===== src/rtl/phys_mem_ctrl_pkg.sv =====
// Shared definitions for the physical SRAM controller: FSM encoding, default
// wait states and address-decode helpers.
package phys_mem_ctrl_pkg;

  typedef enum logic [2:0] {
    ST_IDLE     = 3'd0,
    ST_RD_WAIT  = 3'd1,
    ST_WR_SETUP = 3'd2,
    ST_WR_PULSE = 3'd3,
    ST_WR_HOLD  = 3'd4,
    ST_UNMAP    = 3'd5
  } state_t;

  localparam int DEF_READ_WAIT   = 2;
  localparam int DEF_WRITE_WAIT  = 3;
  localparam int DEF_SRAM_ADDR_W = 20;
  localparam int CNT_W           = 8;

  // Bank select sits just above the word address within the byte address.
  function automatic int bank_bit(input int addr_w);
    return addr_w + 2;
  endfunction

  // Every byte-address bit above the bank select is unmapped.
  function automatic logic [31:0] unmap_mask(input int addr_w);
    return 32'hFFFF_FFFF << (addr_w + 3);
  endfunction

endpackage


===== src/rtl/phys_mem_ctrl.sv =====
// Word-access responder for two asynchronous 32-bit SRAM banks with
// programmable read/write strobe widths and a one-entry read-result register.
module phys_mem_ctrl
  import phys_mem_ctrl_pkg::*;
#(
  parameter int READ_WAIT   = DEF_READ_WAIT,
  parameter int WRITE_WAIT  = DEF_WRITE_WAIT,
  parameter int SRAM_ADDR_W = DEF_SRAM_ADDR_W
) (
  input  logic                   clk,
  input  logic                   rst,
  input  logic [31:0]            dev_mem_addr,
  input  logic [31:0]            dev_mem_wdata,
  input  logic                   dev_mem_is_write,
  output logic [31:0]            dev_mem_rdata,
  output logic                   dev_mem_busy,
  output logic [SRAM_ADDR_W-1:0] sram_addr,
  output logic [31:0]            sram_dq_out,
  output logic                   sram_dq_oe,
  input  logic [31:0]            sram_dq_in,
  output logic                   baseram_ce_n,
  output logic                   extram_ce_n,
  output logic                   sram_oe_n,
  output logic                   sram_we_n
);

  localparam int          BANK_BIT   = bank_bit(SRAM_ADDR_W);
  localparam logic [31:0] UNMAP_MASK = unmap_mask(SRAM_ADDR_W);

  state_t           state_reg, state_next;
  logic [CNT_W-1:0] cnt_reg, cnt_next;
  logic [31:2]      addr_reg, last_addr_reg;
  logic [31:0]      wdata_reg, rdata_reg;
  logic             bank_reg, is_write_reg, last_valid_reg, wr_done_reg;
  logic             oe_n_reg, we_n_reg, base_ce_n_reg, ext_ce_n_reg, dq_oe_reg;
  logic             oe_n_next, we_n_next, base_ce_n_next, ext_ce_n_next, dq_oe_next;

  logic req_unmapped, req_bank, addr_match, wdata_match;
  logic wr_req, rd_req, new_req, sel_bank, in_rd, in_wr;
  logic unused_addr_lsbs;

  // Byte offset within a word carries no meaning for word accesses.
  assign unused_addr_lsbs = ^dev_mem_addr[1:0];

  assign req_unmapped = |(dev_mem_addr & UNMAP_MASK);
  assign req_bank     = dev_mem_addr[BANK_BIT];
  assign addr_match   = (dev_mem_addr[31:2] == addr_reg);
  assign wdata_match  = (dev_mem_wdata == wdata_reg);

  // A repeated write is suppressed only while the CPU keeps presenting the
  // exact same write; any change re-arms it in the same cycle (no idle gap).
  assign wr_req  = dev_mem_is_write && !(wr_done_reg && addr_match && wdata_match);
  assign rd_req  = !dev_mem_is_write && (!last_valid_reg || (dev_mem_addr[31:2] != last_addr_reg));
  assign new_req = rst && (state_reg == ST_IDLE) && (wr_req || rd_req);

  assign dev_mem_busy  = (state_reg != ST_IDLE) || new_req;
  assign dev_mem_rdata = rdata_reg;
  assign sram_addr     = addr_reg[SRAM_ADDR_W+1:2];
  assign sram_dq_out   = wdata_reg;
  assign sram_dq_oe    = dq_oe_reg;
  assign baseram_ce_n  = base_ce_n_reg;
  assign extram_ce_n   = ext_ce_n_reg;
  assign sram_oe_n     = oe_n_reg;
  assign sram_we_n     = we_n_reg;

  always_comb begin
    state_next = state_reg;
    cnt_next   = cnt_reg;
    case (state_reg)
      ST_IDLE: begin
        if (new_req) begin
          if (req_unmapped) begin
            state_next = ST_UNMAP;
          end else if (dev_mem_is_write) begin
            state_next = ST_WR_SETUP;
          end else begin
            state_next = ST_RD_WAIT;
            cnt_next   = CNT_W'(READ_WAIT - 1);
          end
        end
      end
      ST_RD_WAIT: begin
        if (cnt_reg == '0) state_next = ST_IDLE;
        else               cnt_next   = cnt_reg - 1'b1;
      end
      ST_WR_SETUP: begin
        state_next = ST_WR_PULSE;
        cnt_next   = CNT_W'(WRITE_WAIT - 1);
      end
      ST_WR_PULSE: begin
        if (cnt_reg == '0) state_next = ST_WR_HOLD;
        else               cnt_next   = cnt_reg - 1'b1;
      end
      ST_WR_HOLD: state_next = ST_IDLE;
      ST_UNMAP:   state_next = ST_IDLE;
      default:    state_next = ST_IDLE;
    endcase

    // Strobes are registered from the next state so the pins never glitch.
    sel_bank       = (state_reg == ST_IDLE) ? req_bank : bank_reg;
    in_rd          = (state_next == ST_RD_WAIT);
    in_wr          = state_next inside {ST_WR_SETUP, ST_WR_PULSE, ST_WR_HOLD};
    oe_n_next      = !in_rd;
    we_n_next      = (state_next != ST_WR_PULSE);
    dq_oe_next     = in_wr;
    base_ce_n_next = !((in_rd || in_wr) && !sel_bank);
    ext_ce_n_next  = !((in_rd || in_wr) && sel_bank);
  end

  always_ff @(posedge clk or negedge rst) begin
    if (!rst) begin
      state_reg     <= ST_IDLE;
      cnt_reg       <= '0;
      oe_n_reg      <= 1'b1;
      we_n_reg      <= 1'b1;
      base_ce_n_reg <= 1'b1;
      ext_ce_n_reg  <= 1'b1;
      dq_oe_reg     <= 1'b0;
    end else begin
      state_reg     <= state_next;
      cnt_reg       <= cnt_next;
      oe_n_reg      <= oe_n_next;
      we_n_reg      <= we_n_next;
      base_ce_n_reg <= base_ce_n_next;
      ext_ce_n_reg  <= ext_ce_n_next;
      dq_oe_reg     <= dq_oe_next;
    end
  end

  always_ff @(posedge clk or negedge rst) begin
    if (!rst) begin
      addr_reg       <= '0;
      wdata_reg      <= '0;
      bank_reg       <= 1'b0;
      is_write_reg   <= 1'b0;
      last_addr_reg  <= '0;
      last_valid_reg <= 1'b0;
      wr_done_reg    <= 1'b0;
      rdata_reg      <= '0;
    end else begin
      if (new_req) begin
        addr_reg     <= dev_mem_addr[31:2];
        wdata_reg    <= dev_mem_wdata;
        bank_reg     <= req_bank;
        is_write_reg <= dev_mem_is_write;
      end
      if (state_reg == ST_RD_WAIT && cnt_reg == '0) begin
        rdata_reg      <= sram_dq_in;
        last_valid_reg <= 1'b1;
        last_addr_reg  <= addr_reg;
      end
      // Keep the read-result register coherent with a write to its address.
      if (state_reg == ST_WR_HOLD && last_valid_reg && last_addr_reg == addr_reg) begin
        rdata_reg <= wdata_reg;
      end
      if (state_reg == ST_UNMAP && !is_write_reg) begin
        rdata_reg      <= '0;
        last_valid_reg <= 1'b1;
        last_addr_reg  <= addr_reg;
      end
      if (!dev_mem_is_write || !addr_match || !wdata_match) begin
        wr_done_reg <= 1'b0;
      end else if (state_reg == ST_WR_HOLD || (state_reg == ST_UNMAP && is_write_reg)) begin
        wr_done_reg <= 1'b1;
      end
    end
  end

endmodule

===== config.mk =====
export PLATFORM = sky130hd
export DESIGN_NAME = phys_mem_ctrl
export DESIGN_NICKNAME = d
export VERILOG_FILES = /design/src/rtl/phys_mem_ctrl_pkg.sv /design/src/rtl/phys_mem_ctrl.sv
export SDC_FILE = /design/constraint.sdc
export NUM_CORES = 1
export LEC_CHECK = 0
export ABC_AREA = 1
export CAP_MARGIN = 10
export CORE_MARGIN = 8
export CORE_UTILIZATION = 25
export DETAILED_ROUTE_END_ITERATION = 12
export PLACE_DENSITY = 0.46
export SYNTH_ARGS = -nofsm -noshare
export SYNTH_HDL_FRONTEND = slang
export SYNTH_SLANG_ARGS = --single-unit

===== constraint.sdc =====
create_clock -name clk -period 1.8 [get_ports clk]
set_input_delay 0.45 -clock clk [delete_from_list [all_inputs] [get_ports clk]]
set_output_delay 0.45 -clock clk [all_outputs]
set_load 0.005 [all_outputs]

## Yosys cells after proc, flatten, opt, wreduce, memory -nomap -nowiden

Cells that the tools add are included.

| storage, ports and cells | value |
|---|---|
| output and inout port bits | 90 |
| register bits after elaboration | 144 |

| operators by class | value |
|---|---|
| equal/unequal tests | 18 |
| add/subtract/negate cells | 1 |
| reduce and logical (&&, ||, !) cells | 41 |
| mux-type cells | 21 |

Operators with widths:

| cell | count |
|---|---|
| $mux W32 | 3 |
| $eq A30 B30 Y1 | 2 |
| $mux W30 | 2 |
| $eq A32 B32 Y1 | 1 |
| $mux W8 | 4 |
| $ne A30 B30 Y1 | 1 |
| $pmux W8 S3 | 1 |
| $logic_and A1 B1 Y1 | 13 |
| $eq A3 B2 Y1 const B | 4 |
| $mux W3 | 4 |
| $pmux W3 S4 | 1 |
| $reduce_bool A3 Y1 | 4 |
| $logic_not A1 Y1 | 10 |
| $eq A3 B3 Y1 const B | 3 |
| $reduce_or A9 Y1 | 1 |
| $logic_not A8 Y1 | 1 |
| $ne A2 B2 Y1 const B | 4 |
| $sub A8 B1 Y8 const B | 1 |
| $logic_or A1 B1 Y1 | 7 |
| $eq A3 B1 Y1 const B | 2 |
| $mux W1 | 5 |
| $reduce_and A5 Y1 | 1 |
| $reduce_bool A2 Y1 | 2 |
| $logic_not A3 Y1 | 1 |
| 3 further kinds | 3 |

## Depth between registers and ports, before layout

Gate-level depths: netlist (run 1).

| depth | value |
|---|---|
| depth after elaboration | 14 |
| depth in mapped cells | 15 |

## Least setup slack after synthesis (run 1)

OpenSTA, ideal clock, no wires.

| timing path | value |
|---|---|
| kind | reg-to-reg |
| from | register addr_reg[14] (netlist name) |
| to | register rdata_reg[5], in the netlist dev_mem_rdata[5] |
| path buffers | 1 |
| setup time | 0.116 ns |
| setup slack | 0.019 ns |
| stages on the path, launching flop included | 12 |
| arrival time | 1.664 ns |
| clock period less this slack | 1.781 ns |
| cells stage by stage | dfrtp_1 xnor2_1 and2_1 nand2_1 or3_4 nor2_4 nand2_4 buf_6 nand2_1 nand2_1 nand2_1 nand2_1 |

| between the ends | value |
|---|---|
| cells in the longest elaborated chain, start to end | 4 |

RTL lines:

| what | RTL line | RTL |
|---|---|---|
| start: declaration | phys_mem_ctrl.sv:32 | `logic [31:2] addr_reg, last_addr_reg;` |
| start signal: assignment | phys_mem_ctrl.sv:142 | `addr_reg <= dev_mem_addr[31:2];` |
| $eq A30 B30 Y1 (*) | phys_mem_ctrl.sv:153 | `if (state_reg == ST_WR_HOLD && last_valid_reg && last_addr_reg == addr_reg) begin` |
| $logic_and A1 B1 Y1 (*) | phys_mem_ctrl.sv:153 |  |
| $mux W32 | phys_mem_ctrl.sv:153 |  |
| $mux W32 | phys_mem_ctrl.sv:156 | `if (state_reg == ST_UNMAP && !is_write_reg) begin` |
| end signal: assignment | phys_mem_ctrl.sv:148 | `rdata_reg <= sram_dq_in;` |
| end signal: assignment | phys_mem_ctrl.sv:154 | `rdata_reg <= wdata_reg;` |
| end: declaration | phys_mem_ctrl.sv:33 | `logic [31:0] wdata_reg, rdata_reg;` |

Mark *: on every way between the ends. The rest lies on a longest branch, timed or not.
A chain may end at the register's enable or synchronous reset.

## Worst setup path in the final report (run 1)

| timing path | value |
|---|---|
| from | register addr_reg[3] (netlist name) |
| to | register wdata_reg[6], in the netlist sram_dq_out[6] |

| between the ends | value |
|---|---|
| cells in the longest elaborated chain, start to end | 7 |

RTL lines:

| what | RTL line | RTL |
|---|---|---|
| $eq A30 B30 Y1 | phys_mem_ctrl.sv:47 | `assign addr_match = (dev_mem_addr[31:2] == addr_reg);` |
| $logic_and A1 B1 Y1 (2 in series) | phys_mem_ctrl.sv:52 | `assign wr_req = dev_mem_is_write && !(wr_done_reg && addr_match && wdata_match);` |
| $logic_not A1 Y1 | phys_mem_ctrl.sv:52 |  |
| $logic_and A1 B1 Y1 | phys_mem_ctrl.sv:52 |  |
| $logic_or A1 B1 Y1 | phys_mem_ctrl.sv:54 | `assign new_req = rst && (state_reg == ST_IDLE) && (wr_req \|\| rd_req);` |
| $logic_and A1 B1 Y1 | phys_mem_ctrl.sv:54 |  |
| end signal: assignment | phys_mem_ctrl.sv:143 | `wdata_reg <= dev_mem_wdata;` |
| end: declaration | phys_mem_ctrl.sv:33 |  |

Every way passes these cells.

==> results.cfg, run 1 <==
[run_status]
status = finished, violations left
violations = setup timing

[setup_path]
end_kind = flop
worst-setup-path-type = reg -> reg
critical_path_arrival_ns = 2.83
required_ns = 2.16
r2r_end = sram_dq_out[6]$_DFFE_PN0N_
r2r_slack_ns = -0.67
r2r_cells = 19
r2r_start = addr_reg[3]$_DFFE_PN0N_
crit_path_max_fanout = 8
start_kind = flop

[global_routing]
use_met2 = 0.277
grtUsageMet3 = 0.0382
grt_pass1_wl_mm = 54.1
grt_max_degree = 57
met1_usage = 0.242
groute.usage.overall = 0.175
antenna_found_initial = 3
busiest_layer = met2
grt_pass1_vias = 8873
overflow = 0

[logic_synthesis]
synthTopCellsByArea = dfrtp_1, nand2_1, inv_1
syn_area_per_cell_um2 = 6.78
yosys_warnings = 0
synth-seq-cells = 143
synth-seq-area-share = 0.421
synth_nets = 1355
yosysTopAreaCell = dfrtp_1
synth_cell_types = 34
synth.top_cell.area_share = 0.409
syn-cell-area_um2 = 8500
syn-instance-count = 1255

[timing]
hold_viol_final = 0
skew_ns = 0.0176
setup_viol = 138
fin_crit_ns = 2.47
setup_ws_ns = -0.670
max_freq_mhz = 405
slew_headroom = 0.449
period_share = 1.37
rsz0062_at_grt = yes
drv_slew = 0
worst_pin_slew_ns = 0.826

[place]
dp_hpwl_mm = 26.8
dp_cells = 2070
port_buffers = 186
gp_congestion = 0.882

[floorplan]
start_util = 0.254
die_area_um2 = 40200
boundaryPins = 189
die_w_um = 200
die_y_um = 200
coreArea_um2 = 33500
placementRows = 67

[worst_hold_path]
hp-class = in -> async

[pwr]
finalPower_mw = 24.8
p_leak_nw = 7.59
peakVddDrop_mv = 0.734
power_density_nw_per_um2 = 1680

[detailed_routing]
via_count = 9570
viasPerCell = 4.42
drc = 0
drtAntennaViolNets = 0
first_pass_iters = 5
wl_per_cell_um = 18.4
wl_mm = 39.7
drtIter0Drc = 691

[clocking]
cts_max_level = 4
cts-root-buf = clkbuf_16
tritoncts = yes
clkSinkCount = 143
cts_buffers = 17
clk_path_buf_depth = 2
insertion_delay_ns = 0.44
path_clk_slew_ns = 0.07

[final_layout]
synthToLayoutAreaGrowth_pct = 73.5
layout_common_cells = nand2_1, buf_4, dfrtp_1, inv_1, clkdlybuf4s50_1
final_common_cell = nand2_1
finalNetCount = 1802
fin_cells = 2163
drive_gt1_frac = 0.330
fill_cells = 3456

[run]
drv_cap = 0
area by class of cell:
type	count	area, um^2	share of cell area
flip-flops and latches	143	3590	0.243
inverters	157	589	0.0399
clock buffers	18	439	0.0298
clock inverters	13	161	0.0109
diodes	1	2.50	0.000170
repair buffers	482	4820	0.327
well taps	448	561	0.0380
multi-input cells	901	4590	0.311
cells by family after synthesis:
kind of cell             count (synthesis)  synth area share
AND/OR/NAND/NOR                        728             0.350
flip-flops                             143             0.421
adder cells (fa/ha/maj)                  1           0.00147
buffers and inverters                  212             0.116
XOR/XNOR                                18            0.0185
AO/OA/AOI/OAI                          153            0.0925
worst max-delay path, stage by stage, from the launching register on:
cell and delay (ns):
dfrtp_1 0.40, buf_6 0.13, nand2_4 0.08, nand2_2 0.06, nor2_1 0.11, nand2_1 0.08, nor2_2 0.17, nand2_2 0.08
nor2_4 0.12, nand3_4 0.10, nand2_4 0.08, buf_4 0.11, buf_6 0.08, buf_6 0.08, buf_6 0.10, buf_12 0.16
buf_8 0.15, clkbuf_16 0.17, nand2_1 0.05, o21ai_1 0.07
stage by stage:
step | hold WS, ns | setup TNS [ns] | area, um^2 | util | setup WS (ns)
6_report | 0.289 | -56.20 | 14800 | 0.440 | -0.670
4_1_cts | 0.291 | -37.35 | 13300 | 0.397 | -0.697
3_5_place_dp | 0.465 | -92.81 | 12400 | 0.370 | -1.25
3_3_place_gp | 0.461 | -92.82 | 12400 | 0.370 | -1.28
5_1_grt | 0.310 | -70.05 | 14800 | 0.440 | -0.773
2_1_floorplan | 0.154 | 0 | 8500 | - | 0.0194
synth_stat cells, drive strengths merged:
cell type and n:
xor2 6, nor3 11, o21ai 138, buf 48, nand2 538, a21oi 7
inv 157, clkbuf 7, nand3 57, nand4 11, nand3b 2, and2 1
or3 1, nor4 2, nor2 98, ha 1, or2 6, o22ai 2
a211oi 3, o2111ai 3, xnor2 12, dfstp 4, dfrtp 139, nor3b 1
worst max-delay path by stage:
| stage | start | end | slack [ns] |
|---|---|---|---|
| floorplan | addr_reg[14]$_DFFE_PN0N_ | dev_mem_rdata[5]$_DFFE_PN0P_ | 0.02 |
| global placement | dev_mem_addr[7] | dev_mem_busy | -1.28 |
| CTS | addr_reg[8]$_DFFE_PN0N_ | dev_mem_busy | -0.70 |
| detailed placement | dev_mem_addr[12] | dev_mem_busy | -1.25 |
| finish | addr_reg[3]$_DFFE_PN0N_ | sram_dq_out[6]$_DFFE_PN0N_ | -0.67 |
| global route | dev_mem_wdata[29] | dev_mem_busy | -0.77 |
per-layer routing:
layer	vias to the layer above	share of wire
li1	4783	-
met1	4472	0.46
met2	265	0.47
met3	48	0.051
met4	2	0.020
met5	-	0.00033
timing repair:
action | 4_1_cts | 5_1_grt
setup buffers | 1 | 28
gates resized for setup | 175 | 236
cloned | 5 | 29
pin swaps | 30 | 43
hold buffers | 0 | 0
endpoints found under the hold margin | 0 | 0
endpoints found under the setup margin | 192 | 166
report_power, final:
group          internal, mW  total (mW)  switching (mW)
Combinational          7.76        15.2            7.47
Clock                  2.21        3.77            1.56
Sequential             4.69        5.84            1.15
Note: power is estimated with default switching activity, not from simulation.
==> run 2: changes to the inputs <==
Settings changed: CORE_UTILIZATION 25 to 47, PLACE_DENSITY 0.46 to 0.77.
==> results.cfg, run 2 (synthesis results as in run 1) <==
[floorplan]
die_area_um2 = 22700
coreArea_um2 = 17800
placementRows = 49
die_w_um = 151
boundaryPins = 189
start_util = 0.477
die_y_um = 151

[global_routing]
overflow = 0
grt_pass1_wl_mm = 48.8
antenna_found_initial = 4
groute.usage.overall = 0.280
grt_pass1_vias = 9215
grt_max_degree = 80

[setup_path]
worst-setup-path-type = reg -> out
crit_path_max_fanout = 3
start_kind = flop
end_kind = primary output
required_ns = 1.35
critical_path_arrival_ns = 2.03

[final_layout]
finalNetCount = 1753
final_area_um2 = 13300
fill_cells = 1380
final_common_cell = nand2_1
drive_gt1_frac = 0.265
synthToLayoutAreaGrowth_pct = 56.3
layout_common_cells = nand2_1, buf_4, dfrtp_1, inv_1, dlygate4sd2_1

[detailed_routing]
drtIter0Drc = 738
via_count = 9860
drc = 0
viasPerCell = 5.18
first_pass_iters = 5
drtAntennaViolNets = 0
wl_mm = 33.9
wl_per_cell_um = 17.8

[timing]
drv_slew = 0
setup_ws_ns = -0.678
period_share = 1.38
slew_headroom = 0.432
hold_viol_final = 0
rsz0062_at_grt = yes
skew_ns = 0.00962
tns_ns = -38.78
worst_pin_slew_ns = 0.852
setup_viol = 112
max_freq_mhz = 404
hold_slack_ns = 0.192
fin_crit_ns = 2.48

[place]
dp_hpwl_mm = 23.4
gp_congestion = 1.01
place_area_um2 = 12000
port_buffers = 186

[clocking]
tritoncts = yes
insertion_delay_ns = 0.43
clk_path_buf_depth = 2
cts_buffers = 17
cts-root-buf = clkbuf_16
cts_max_level = 4
clkSinkCount = 143
path_clk_slew_ns = 0.06

[worst_hold_path]
hp-class = in -> async

[pwr]
finalPower_mw = 22.2
power_density_nw_per_um2 = 1670
peakVddDrop_mv = 0.877
p_leak_nw = 7.11

[run]
drv_cap = 0

[run_status]
violations = setup timing
status = finished, violations left
## run 2: cell type report
class                      count  area, um^2  share of cell area
multi-input combinational    902        4280               0.322
timing repair buffer         432        3910               0.294
sequential                   143        3590               0.270
inverter                     157         589              0.0443
clock buffer                  19         433              0.0326
tap                          229         287              0.0216
clock inverter                13         188              0.0141
antenna                        7        17.5             0.00132
## run 2: report_power, final
group / switching, mW / leakage, nW / internal, mW
clock network: 1.47 / 0.294 / 2.32
registers: 1.17 / 1.77 / 4.68
logic: 6.43 / 5.05 / 6.15
total: 9.07 / 7.11 / 13.2
## run 2: final timing paths
kind                                                 endpoint  slack (ns)  cells after the start                          from
min in group clk                   sram_dq_out[1]$_DFFE_PN0N_        0.31                      3              dev_mem_wdata[1]
worst min register to register   dev_mem_rdata[0]$_DFFE_PN0P_        0.48                      2  dev_mem_rdata[0]$_DFFE_PN0P_
worst min-delay path             last_addr_reg[8]$_DFFE_PN0P_        0.19                      3                           rst
max in group asynchronous       last_addr_reg[25]$_DFFE_PN0P_        0.86                      3                           rst
worst max register to register  dev_mem_rdata[21]$_DFFE_PN0P_       -0.53                     13      addr_reg[16]$_DFFE_PN0N_
worst max-delay path                             dev_mem_busy       -0.68                     12      addr_reg[12]$_DFFE_PN0N_
## run 2: metal layers
layer / vias up / routed length (um) / share of wire / GRT usage
li1: 4682 / - / - / -
met1: 4642 / 13700 / 0.40 / 0.363
met2: 452 / 16000 / 0.47 / 0.459
met3: 82 / 3000 / 0.088 / 0.0490
met4: 2 / 1190 / 0.035 / 0.101
met5: - / 13 / 0.00038 / 0
## run 2: what timing repair did
action,4_1_cts,5_1_grt
hold buffers,0,0
pin swaps,41,63
gates resized for setup,184,102
buffers inserted,7,18
setup endpoints to repair,168,142
gates cloned,3,6
## run 2: critical path, cell delays in order (launching register included)
cell	delay, ns
dfrtp_1	0.42
inv_2	0.08
nand2_1	0.08
nand2_2	0.09
nor2_4	0.17
nand2_2	0.07
nor2_2	0.10
nand2_2	0.09
nor2_4	0.15
nand3_4	0.09
nand2_4	0.08
nand2_4	0.05
buf_6	0.11
## run 2: metrics by stage
stage               worst slack (ns)  std cells   util
floorplan                     0.0194       1255      -
global placement               -1.21       1831  0.671
detailed placement             -1.25       1831  0.671
CTS                           -0.626       1872  0.717
global route                  -0.737       1898  0.745
finish                        -0.678       1902  0.745
